===== config.mk =====
export PLATFORM = sky130hd
export DESIGN_NAME = intc_nested
export DESIGN_NICKNAME = d
export VERILOG_FILES = /design/src/rtl/intc_nested.sv
export SDC_FILE = /design/constraint.sdc
export NUM_CORES = 1
export LEC_CHECK = 0
export ABC_AREA = 1
export BUFFER_PORTS_ARGS = -buffer_cell sky130_fd_sc_hd__buf_2
export CORE_AREA = 2 2 142 109
export DETAILED_ROUTE_END_ITERATION = 10
export DIE_AREA = 0 0 144 111
export PLACE_DENSITY = 0.79
export SLEW_MARGIN = 20
export SYNTH_ARGS = -nofsm -noshare
export SYNTH_HDL_FRONTEND = slang
export SYNTH_SLANG_ARGS = --single-unit

===== constraint.sdc =====
create_clock -name clk -period 5.1 [get_ports clk]
set_clock_uncertainty 0.1 [all_clocks]
set_input_delay 0.765 -clock clk [delete_from_list [all_inputs] [get_ports clk]]
set_output_delay 0.765 -clock clk [all_outputs]
set_load 0.01 [all_outputs]

===== src/rtl/intc_nested.sv =====
// ---------------------------------------------------------------------------
// intc_nested: nested, fixed-priority interrupt controller.
// - Synchronises NUM_IRQ asynchronous request lines and latches their rising
//   edges as pending requests.
// - Applies a per-line mask and a global enable, then picks the lowest
//   eligible line as the winner.
// - Keeps an EPC/priority stack, so a higher-priority request can preempt a
//   running handler. eret pops the stack.
// Optional build macro: INTC_VECTORED_EN. When it is defined, each line gets
// its own handler entrance. When it is undefined, all lines share VEC_BASE.
// ---------------------------------------------------------------------------
module intc_nested #(
  parameter int                NUM_IRQ    = 3,
  parameter int                ADDR_W     = 32,
  parameter int                NEST_DEPTH = 4,
  parameter logic [ADDR_W-1:0] VEC_BASE   = ADDR_W'(32'h0000_0300),
  parameter logic [ADDR_W-1:0] VEC_STRIDE = ADDR_W'(32'h0000_0040),
  localparam int CW = (NUM_IRQ > 1) ? $clog2(NUM_IRQ) : 1,
  localparam int DW = $clog2(NEST_DEPTH + 1)
) (
  input  logic               clk,
  input  logic               rst,
  input  logic [NUM_IRQ-1:0] irq_in,
  input  logic [ADDR_W-1:0]  pc_next,
  input  logic               eret,
  input  logic               mask_we,
  input  logic [NUM_IRQ-1:0] mask_wdata,
  input  logic               gie_we,
  input  logic               gie_wdata,
  output logic               take,
  output logic [ADDR_W-1:0]  entrance,
  output logic [CW-1:0]      cause_id,
  output logic [ADDR_W-1:0]  ret_pc,
  output logic [NUM_IRQ-1:0] pending,
  output logic [DW-1:0]      depth,
  output logic               stack_err
);

  // Stack index width, and the priority width that can also hold NUM_IRQ
  // (the "idle" priority that every line beats).
  localparam int IW = (NEST_DEPTH > 1) ? $clog2(NEST_DEPTH) : 1;
  localparam int PW = $clog2(NUM_IRQ + 1);

  logic [NUM_IRQ-1:0] sync1, sync2, hist;
  logic [NUM_IRQ-1:0] rise;
  logic [NUM_IRQ-1:0] mask;
  logic               gie;
  logic [ADDR_W-1:0]  epc_stk [NEST_DEPTH];
  logic [CW-1:0]      pri_stk [NEST_DEPTH];

  logic [IW-1:0]      top_idx, push_idx;
  logic               stack_empty, stack_full;
  logic [PW-1:0]      cur_pri;
  logic [NUM_IRQ-1:0] eligible;
  logic [NUM_IRQ-1:0] clr_vec;
  logic [CW-1:0]      win;
  logic               found;

  // Two-flop synchroniser per line, followed by a history flop for edge detection.
  always_ff @(posedge clk or posedge rst) begin
    if (rst) begin
      sync1 <= '0;
      sync2 <= '0;
      hist  <= '0;
    end else begin
      // NOTE: non-blocking assignments make the chain shift by exactly one
      // stage per clock. Blocking assignments would collapse it into a wire.
      sync1 <= irq_in;
      sync2 <= sync1;
      hist  <= sync2;
    end
  end

  assign rise = sync2 & ~hist;

  // Decode the top of the stack and the priority level of the handler that is running.
  always_comb begin
    // NOTE: every signal gets a default first, so no path leaves it
    // unassigned and no latch is inferred.
    top_idx     = IW'(depth - 1'b1);
    push_idx    = IW'(depth);
    stack_empty = (depth == '0);
    stack_full  = (depth == DW'(NEST_DEPTH));
    cur_pri     = PW'(NUM_IRQ);
    ret_pc      = '0;
    if (!stack_empty) begin
      cur_pri = PW'(pri_stk[top_idx]);
      ret_pc  = epc_stk[top_idx];
    end
  end

  // Eligibility and fixed-priority winner (the lowest index wins).
  always_comb begin
    eligible = '0;
    win      = '0;
    found    = 1'b0;
    clr_vec  = '0;
    for (int i = 0; i < NUM_IRQ; i++) begin
      eligible[i] = pending[i] & ~mask[i] & gie & (PW'(i) < cur_pri) & ~stack_full;
    end
    for (int i = 0; i < NUM_IRQ; i++) begin
      if (eligible[i] && !found) begin
        win   = CW'(i);
        found = 1'b1;
      end
    end
    // eret has precedence. A take that collides with it waits one cycle.
    take = found & ~eret;
    if (take) clr_vec[win] = 1'b1;
  end

  assign cause_id = win;

`ifdef INTC_VECTORED_EN
  assign entrance = VEC_BASE + ADDR_W'(win) * VEC_STRIDE;
`else
  assign entrance = VEC_BASE;
`endif

  // Pending latch. A new edge on a line wins over a clear from a take on that line.
  always_ff @(posedge clk or posedge rst) begin
    if (rst) pending <= '0;
    else     pending <= (pending & ~clr_vec) | rise;
  end

  // Software-visible mask and global enable registers.
  always_ff @(posedge clk or posedge rst) begin
    if (rst) begin
      mask <= '0;
      gie  <= 1'b1;
    end else begin
      if (mask_we) mask <= mask_wdata;
      if (gie_we)  gie  <= gie_wdata;
    end
  end

  // EPC/priority stack. A take pushes, an eret pops (the two never happen together).
  always_ff @(posedge clk or posedge rst) begin
    if (rst) begin
      // NOTE: the stack storage is cleared on reset, so ret_pc and cur_pri
      // never expose stale entries from before the reset.
      for (int i = 0; i < NEST_DEPTH; i++) begin
        epc_stk[i] <= '0;
        pri_stk[i] <= '0;
      end
      depth <= '0;
    end else if (take) begin
      epc_stk[push_idx] <= pc_next;
      pri_stk[push_idx] <= win;
      depth             <= depth + 1'b1;
    end else if (eret && !stack_empty) begin
      depth <= depth - 1'b1;
    end
  end

  // Sticky flag: an eret arrived while no handler was active (stack underflow).
  always_ff @(posedge clk or posedge rst) begin
    if (rst)                      stack_err <= 1'b0;
    else if (eret && stack_empty) stack_err <= 1'b1;
  end

endmodule


After elaboration in Yosys (flattened, before gate mapping)
Index checks and enable logic that the tools add are counted.
Widths: inputs -> output; s select.

operators by class
  bitwise operators = 25
  multiplexer cells = 24
  add/sub/neg operators = 2
  eq/ne operators = 1
  reduce and logical (&&, ||, !) cells = 11
  $lt $le $gt $ge = 8

operators with widths
  operator             count
  $bwmux 128           1
  $mux 32              4
  $bmux 32 s2          1
  $demux 32 s2         1
  $and 1x1->1          13
  $mux 2               5
  $mux 3               3
  $bwmux 8             1
  $and 3x3->3          2
  $ge 3x3->1 const B   2
  $logic_and 1x1->1    6
  $not 2->3            2
  $not 3->3            2
  $mux 1               5
  $not 1->1            5
  $bmux 2 s2           1
  $demux 2 s2          1
  $lt 1x2->1 const A   2
  $add 3x1->3 const B  1
  $eq 3x3->1 const B   1
  $logic_not 1->1      3
  $logic_not 3->1      1
  $lt 2x3->1 const B   1
  $lt 3x1->1 const B   1
  other kinds (6)      6

storage, ports and cells
  logic and storage cells = 87
  register bits after elaboration = 156
  bits of input ports = 44
  output and inout port bits = 74

Longest topological paths before layout
Gate-level depths: netlist (run 1).

  word-level depth = 24
  depth in mapped cells = 16
  mapped depth without buffers = 13

Least setup slack after synthesis (run 1)
OpenSTA, ideal clock, no wires.

  path kind = register -> output
  start = register depth[0]
  end = output take
  cell stages (with the launch flop) = 14
  setup slack = 2,005 ps
  buffers on the path = 3
  required time = 4,235 ps
  data arrival time = 2,230 ps
  path through = dfrtp_1 > buf_4 > inv_4 > clkbuf_1 > ha_1 > inv_2 > buf_2 > nand3_2 > nand2_1 > nand2_1 > nand2_1 > nand3_4 > nand2_1 > inv_1

on the way
  cells in the longest elaborated chain, start to end = 17
  elaborated cells on any way between the ends = 26
  classes of those cells = add/sub: 1; order compare: 3; eq/ne: 1; mux: 7; bitwise: 9; reduce/logical: 5

RTL lines
  what                                           line  source
  from (decl)                                    35    output logic [DW-1:0] depth,
  from (signal assigned)                         150   depth <= depth + 1'b1;
  from (signal assigned)                         152   depth <= depth - 1'b1;
  $sub 3x1->3 (*)                                -
  net top_idx[0]                                 51    logic [IW-1:0] top_idx, push_idx;
  $not 2->3 (not written as such) (*)            87    cur_pri = PW'(pri_stk[top_idx]);
  $bmux 2 s2 (*)                                 87
  $mux 2 (not written as such) (*) (2 in a row)  87
  $mux 2 (*)                                     86    if (!stack_empty) begin
  $lt 1x2->1                                     99    eligible[i] = pending[i] & ~mask[i] & gie & (PW'(i) < cur_pri) & ~stack_full;
  $and 1x1->1 (2 in a row)                       99
  $mux 1                                         102   if (eligible[i] && !found) begin
  $logic_not 1->1                                102
  $logic_and 1x1->1                              102
  $mux 1                                         102
  $logic_not 1->1                                102
  $logic_and 1x1->1                              102
  $mux 1 (*)                                     102
  $and 1x1->1 (*)                                108   take = found & ~eret;
  to (decl)                                      30    output logic take,

The timed path passes the listed nets; every way through them passes the cells marked *. The select of a mux whose other input is x is not followed.

Worst setup path after layout (run 1)
  start = register depth[0]
  end = output ret_pc[27]

on the way
  cells in the longest elaborated chain, start to end = 6
  elaborated cells on any way between the ends = 7
  classes of those cells = add/sub: 1; mux: 4; bitwise: 1; reduce/logical: 1

RTL lines
  what                                        line  source
  $sub 3x1->3                                 -
  $not 2->3 (not written as such)             88    ret_pc = epc_stk[top_idx];
  $bmux 32 s2                                 88
  $mux 32 (not written as such) (2 in a row)  88
  $mux 32 (*)                                 86
  to (decl)                                   33    output logic [ADDR_W-1:0] ret_pc,

Every way passes the cells marked *; elsewhere a longest branch is shown, timed or not. The select of a mux whose other input is x is not followed.

==> flow_metrics.env, run 1 <==
export IMPL_place_gp_congestion=0.762
export IMPL_p_total_mw=5.85
export IMPL_placed_cell_area_sq_mm=0.00754
export IMPL_grt_start_max_net_pins=84
export IMPL_cts_sinks=156
export IMPL_holdWs_ns=0.249
export IMPL_fin_nets=937
export IMPL_synth_edf_count=0
export IMPL_synth_top_family_by_area="simple AND/OR/NAND/NOR gates"
export IMPL_clk_pin_slew_ns=0.06
export IMPL_drive_gt1_frac=0.159
export IMPL_worstMarginPinSlew_ns=0.929
export IMPL_num_vias=5662
export IMPL_ys_seq_area_frac=0.542
export IMPL_pin_count=118
export IMPL_p_leak_nw=4.09
export IMPL_yosysUniqueCellTypes=29
export IMPL_ant_nets=0
export IMPL_path_class="register to primary output"
export IMPL_status="finished, final reports clean"
export IMPL_synth_top_area_cell="dfrtp_1"
export IMPL_antenna_cells=0
export IMPL_layout_min_cycle_time_ns=3.96
export IMPL_cts_tree="yes"
export IMPL_setup_violations=0
export IMPL_end_kind="primary output"
export IMPL_areaGrowthSynthToFinish_pct=12.9
export IMPL_muxShareOfSynthArea=0.0224
export IMPL_hold_viol_final=0
export IMPL_slew_headroom=0.381
export IMPL_finalCritPeriodShare=0.776
export IMPL_die_width_um=144
export IMPL_multi_input_area_sq_mm=0.00268
export IMPL_grt_pass1_vias=5415
export IMPL_ctsHtreeMaxLevel=4
export IMPL_hp_class="register to register"
export IMPL_syn_inst=826
export IMPL_regArea_sq_mm=0.00391
export IMPL_powerDensity_mw_per_mm2=719
export IMPL_fillers=1319
export IMPL_rsz0062_at_grt="false"
export IMPL_peakVddDrop_uv=343
export IMPL_synth_compound_area_frac=0.159
export IMPL_synth_area_leaders="dfrtp_1, o21ai_0, nand2_1"
export IMPL_synth_xor_xnor_area_share=0.00243
export IMPL_antenna_found_initial=0
export IMPL_cts_root_buffer="clkbuf_16"
export IMPL_drc=0
export IMPL_postCtsResizedCells=0
export IMPL_die_h_um=111
export IMPL_viasPerCell=5.12
export IMPL_die_area_sq_mm=0.0160
export IMPL_drt_wirelength_per_cell_um=14.7
export IMPL_synth_top_area_frac=0.538
export IMPL_start_util=0.488
export IMPL_syn_area_per_cell_sq_um=8.73
export IMPL_rows=39
export IMPL_worstPathArrival_ns=3.09
export IMPL_ys_flop_type="dfrtp_1"
export IMPL_cts_hold_buffers=0
export IMPL_synth_common_cells="nand2_1, dfrtp_1, o21ai_0"
export IMPL_async_reset_ff_frac=1.00
export IMPL_cp_max_fo=57
export IMPL_maxSlewViolCount=0
export IMPL_clock_fmax_ghz=0.253
export IMPL_drtPass1Iterations=5
export IMPL_clock_path_buffers=2
export IMPL_drt_iter0_markers=532
export IMPL_worst_ep_required_time_ns=4.24
export IMPL_postLayoutCellArea_sq_mm=0.00814
export IMPL_cap_violations=0
export IMPL_cts_made_buffers=17
export IMPL_io_buffer_count=85
export IMPL_grt_pass1_wl_mm=27.0
export IMPL_clkLatencyLatePin_ns=0.42
export IMPL_cts_setup_buffers=0
export IMPL_core_area_sq_mm=0.0148
export IMPL_finalSetupTns_ns=0
export IMPL_overflow=0
export IMPL_wl_mm=16.3
export IMPL_synth_area_sq_mm=0.00721
export IMPL_synth_fa_ha_area_frac=0.00868
export IMPL_ys_warn_count=0
export IMPL_crit_path_start_kind="register"
export IMPL_ys_ff_latch=156
export IMPL_grt_use_total=0.215
export IMPL_dp_hpwl_mm=9.77
export IMPL_synth_simple_gate_area_frac=0.163
export IMPL_synth_most_common_cell="nand2_1"
[flip-flops by register name, summed over array words and instances, names as in the netlist]
signal,flops
gie,1
sync2,3
pri_stk,8
sync1,3
mask,3
depth,3
hist,3
stack_err,1
pending,3
epc_stk,128
[metrics by stage]
| step | util | worst slack (ns) | instances |
|---|---|---|---|
| final | 0.550 | 1.14 | 1106 |
| after detailed placement | 0.510 | 1.46 | 1074 |
| after floorplan | - | 0.0301 | 856 |
| after global routing | 0.550 | 0.984 | 1106 |
| after CTS | 0.550 | 1.12 | 1106 |
| after global placement | 0.510 | 1.50 | 1074 |
[cell families after synthesis]
family | Yosys count
simple gates | 296
compound gates | 214
flops | 156
buf+inv | 135
mux | 16
fa+ha+maj | 5
other cells | 2
xor+xnor | 2
[critical path: stages, from the launching register on]
cell	delay, ns
dfrtp_2	0.42
inv_4	0.43
ha_1	0.35
inv_2	0.35
a21oi_1	0.11
inv_1	0.56
o32ai_1	0.25
buf_2	0.20
[cell usage in the layout, fill, tap and decap left out, drive strengths merged]
| cell type | count |
|---|---|
| o21ai | 179 |
| nand2 | 175 |
| dfrtp | 155 |
| nor2 | 104 |
| buf | 93 |
| inv | 56 |
| conb | 32 |
| a21oi | 19 |
| clkbuf | 19 |
| nand3 | 16 |
| mux2i | 15 |
| o32ai | 15 |
| clkinv | 7 |
| ha | 5 |
| clkinvlp | 3 |
| xnor2 | 2 |
| bufinv | 2 |
| nand3b | 1 |
| mux2 | 1 |
| o21bai | 1 |
| dfstp | 1 |
[path summary, 6_finish.rpt]
kind	from	end	slack, ns	cells after the start
max in group asynchronous	rst	epc_stk[11]$_DFFE_PP0P_	3.56	3
worst min register to register	sync1[1]$_DFF_PP0_	sync2[1]$_DFF_PP0_	0.25	0
worst max-delay path	depth[0]$_DFFE_PP0P_	ret_pc[27]	1.14	7
worst min-delay path	sync1[1]$_DFF_PP0_	sync2[1]$_DFF_PP0_	0.25	0
min in group asynchronous	rst	epc_stk[1]$_DFFE_PP0P_	0.37	2
worst max register to register	depth[0]$_DFFE_PP0P_	pri_stk[6]$_DFFE_PP0P_	1.45	13
[final cells by class]
type,instances,area share
sequential,156,0.480
multi-input combinational,565,0.329
timing repair buffer,93,0.0597
clock buffer,19,0.0557
tap,205,0.0315
inverter,55,0.0263
clock inverter,13,0.0174
[power by group]
group / leakage (nW) / switching (mW) / internal, mW
Sequential: 1.97 / 0.273 / 1.74
Clock: 0.286 / 0.515 / 0.749
Combinational: 1.84 / 1.64 / 0.926
[routing by layer]
metal  up-vias  GRT usage  wire (um)
met5         -          0          0
met4         0     0.0601        181
met3        16     0.0518       1180
met2       200      0.332       7440
met1      2704      0.304       7500
li1       2742          -          -
Note: power is estimated with default switching activity, not from simulation.
==> run 2, diff against run 1 <==
Settings changed: PLACE_DENSITY 0.79 to 0.76.
Clock period 5.1 ns to 4 ns, I/O delays scaled along.
==> flow_metrics.env, run 2 (synthesis gave the netlist of run 1 again) <==
export IMPL_status="finished, final reports clean"
export IMPL_drc=0
export IMPL_final_common_cell="nand2_1"
export IMPL_hold_viol_final=0
export IMPL_drt_iter0_markers=423
export IMPL_start_util=0.488
export IMPL_rows=39
export IMPL_peakVddDrop_uv=515
export IMPL_p_leak_nw=4.16
export IMPL_io_buffer_count=85
export IMPL_dp_hpwl_mm=9.78
export IMPL_netSwitchingFraction=0.401
export IMPL_grt_pass1_vias=5260
export IMPL_dp_cells=1077
export IMPL_path_class="register to primary output"
export IMPL_viasPerCell=5.07
export IMPL_ctsHtreeMaxLevel=4
export IMPL_clkLatencyLatePin_ns=0.42
export IMPL_fillers=1352
export IMPL_mostFrequentLayoutCells="nand2_1, dfrtp_1, o21ai_0"
export IMPL_cp_max_fo=20
export IMPL_areaGrowthSynthToFinish_pct=14.8
export IMPL_cts_root_buffer="clkbuf_16"
export IMPL_comb_power_share=0.428
export IMPL_clock_path_buffers=2
export IMPL_path_buf_inv=4
export IMPL_antenna_found_initial=0
export IMPL_hold_depth=1
export IMPL_min_to="sync1[2]$_DFF_PP0_"
export IMPL_intPower_mw=4.62
export IMPL_wl_mm=16.3
export IMPL_multi_input_area_sq_mm=0.00268
export IMPL_reg2reg_depth=11
export IMPL_rsz0062_at_grt="false"
export IMPL_slowest_stage="inv_1"
export IMPL_clock_fmax_ghz=0.290
export IMPL_finalSetupTns_ns=0
export IMPL_end_kind="primary output"
export IMPL_regArea_sq_mm=0.00391
export IMPL_p_switching_mw=3.09
export IMPL_setup_violations=0
export IMPL_r2r_end="epc_stk[84]$_DFFE_PP0P_"
export IMPL_path_cells="inv_1, ha_1, inv_2, a21oi_1, inv_1, o32ai_1, buf_2"
export IMPL_startpoint="depth[1]$_DFFE_PP0P_"
export IMPL_largest_reg_flops=128
export IMPL_slowest_delay_ns=0.54
export IMPL_die_area_sq_mm=0.0160
export IMPL_hp_class="input pin to register"
export IMPL_slew_headroom=0.375
export IMPL_cts_sinks=156
export IMPL_clkPwrFrac=0.240
export IMPL_overflow=0
export IMPL_layout_min_cycle_time_ns=3.45
export IMPL_worstMarginPinSlew_ns=0.937
export IMPL_worst_ep_required_time_ns=3.30
export IMPL_grt_pass1_wl_mm=26.7
export IMPL_top_regs="epc_stk x128, pri_stk x8"
export IMPL_maxSlewViolCount=0
export IMPL_cts_made_buffers=17
export IMPL_cap_violations=0
export IMPL_die_h_um=111
export IMPL_ant_nets=0
export IMPL_drt_wirelength_per_cell_um=14.6
export IMPL_worstPathArrival_ns=2.75
export IMPL_num_vias=5623
export IMPL_powerDensity_mw_per_mm2=931
export IMPL_postCtsResizedCells=0
export IMPL_grt_start_max_net_pins=109
export IMPL_antenna_cells=0
export IMPL_reg2reg_from="depth[0]$_DFFE_PP0P_"
export IMPL_drive_gt1_frac=0.160
export IMPL_regMostFlops="epc_stk"
export IMPL_min_delay_start="irq_in[2]"
export IMPL_clk_pin_slew_ns=0.06
export IMPL_finalCritPeriodShare=0.863
export IMPL_crit_family="buffers and inverters"
export IMPL_cp_common_cell="inv_1"
export IMPL_drtPass1Iterations=6
export IMPL_crit_path_start_kind="register"
export IMPL_grt_use_total=0.214
export IMPL_core_area_sq_mm=0.0148
export IMPL_rrSetupSlack_ns=0.92
export IMPL_cts_tree="yes"
export IMPL_place_gp_congestion=0.766
export IMPL_die_width_um=144
export IMPL_final_cell_count_no_fill=1110
export IMPL_pin_count=118
export IMPL_fin_nets=941
export IMPL_pwr_share_seq=0.333
run 2: final cells by class:
type	count	share of cell area
sequential	156	0.472
multi-input combinational	565	0.324
timing repair buffer	97	0.0656
clock buffer	19	0.0535
tap	205	0.0310
clock inverter	13	0.0286
inverter	55	0.0257
run 2: power by group through the flow:
stage / Combinational (mW) / Sequential, mW / Clock (mW)
2_1_floorplan: 2.34 / 2.51 / 0
3_3_place_gp: 3.22 / 2.56 / 0
3_5_place_dp: 3.29 / 2.58 / 0
4_1_cts: 3.32 / 2.56 / 1.88
5_1_grt: 3.72 / 2.64 / 1.95
6_report: 3.30 / 2.57 / 1.85
run 2: worst max path at each step:
stage,to,cells past startpoint
final,ret_pc[27],7
after global routing,ret_pc[27],7
after CTS,ret_pc[27],7
after detailed placement,epc_stk[80]$_DFFE_PP0P_,11
after global placement,epc_stk[82]$_DFFE_PP0P_,11
after floorplan,take,13
run 2: per-stage QoR:
step	area [sq um]	utilization	power, mW	hold slack (ns)	setup slack (ns)
3_3_place_gp	7590	0.513	5.78	0.232	1.05
5_1_grt	8280	0.560	8.31	0.161	0.395
3_5_place_dp	7590	0.513	5.87	0.236	0.935
4_1_cts	8280	0.560	7.76	0.165	0.551
2_1_floorplan	7330	-	4.85	0.231	1.07
6_report	8280	0.560	7.71	0.179	0.548
run 2: repair_timing:
item | CTS | global route
buffers inserted | 0 | 0
hold endpoints to repair | 4 | 0
hold buffers | 1 | 0
run 2: metal layers:
| metal | share of wire | vias to the layer above | routed length, um | global-route usage |
|---|---|---|---|---|
| met5 | 0 | - | 0 | 0 |
| met4 | 0.0098 | 0 | 159 | 0.0641 |
| met3 | 0.058 | 14 | 950 | 0.0436 |
| met2 | 0.47 | 164 | 7660 | 0.336 |
| met1 | 0.46 | 2697 | 7490 | 0.303 |
| li1 | - | 2748 | - | - |
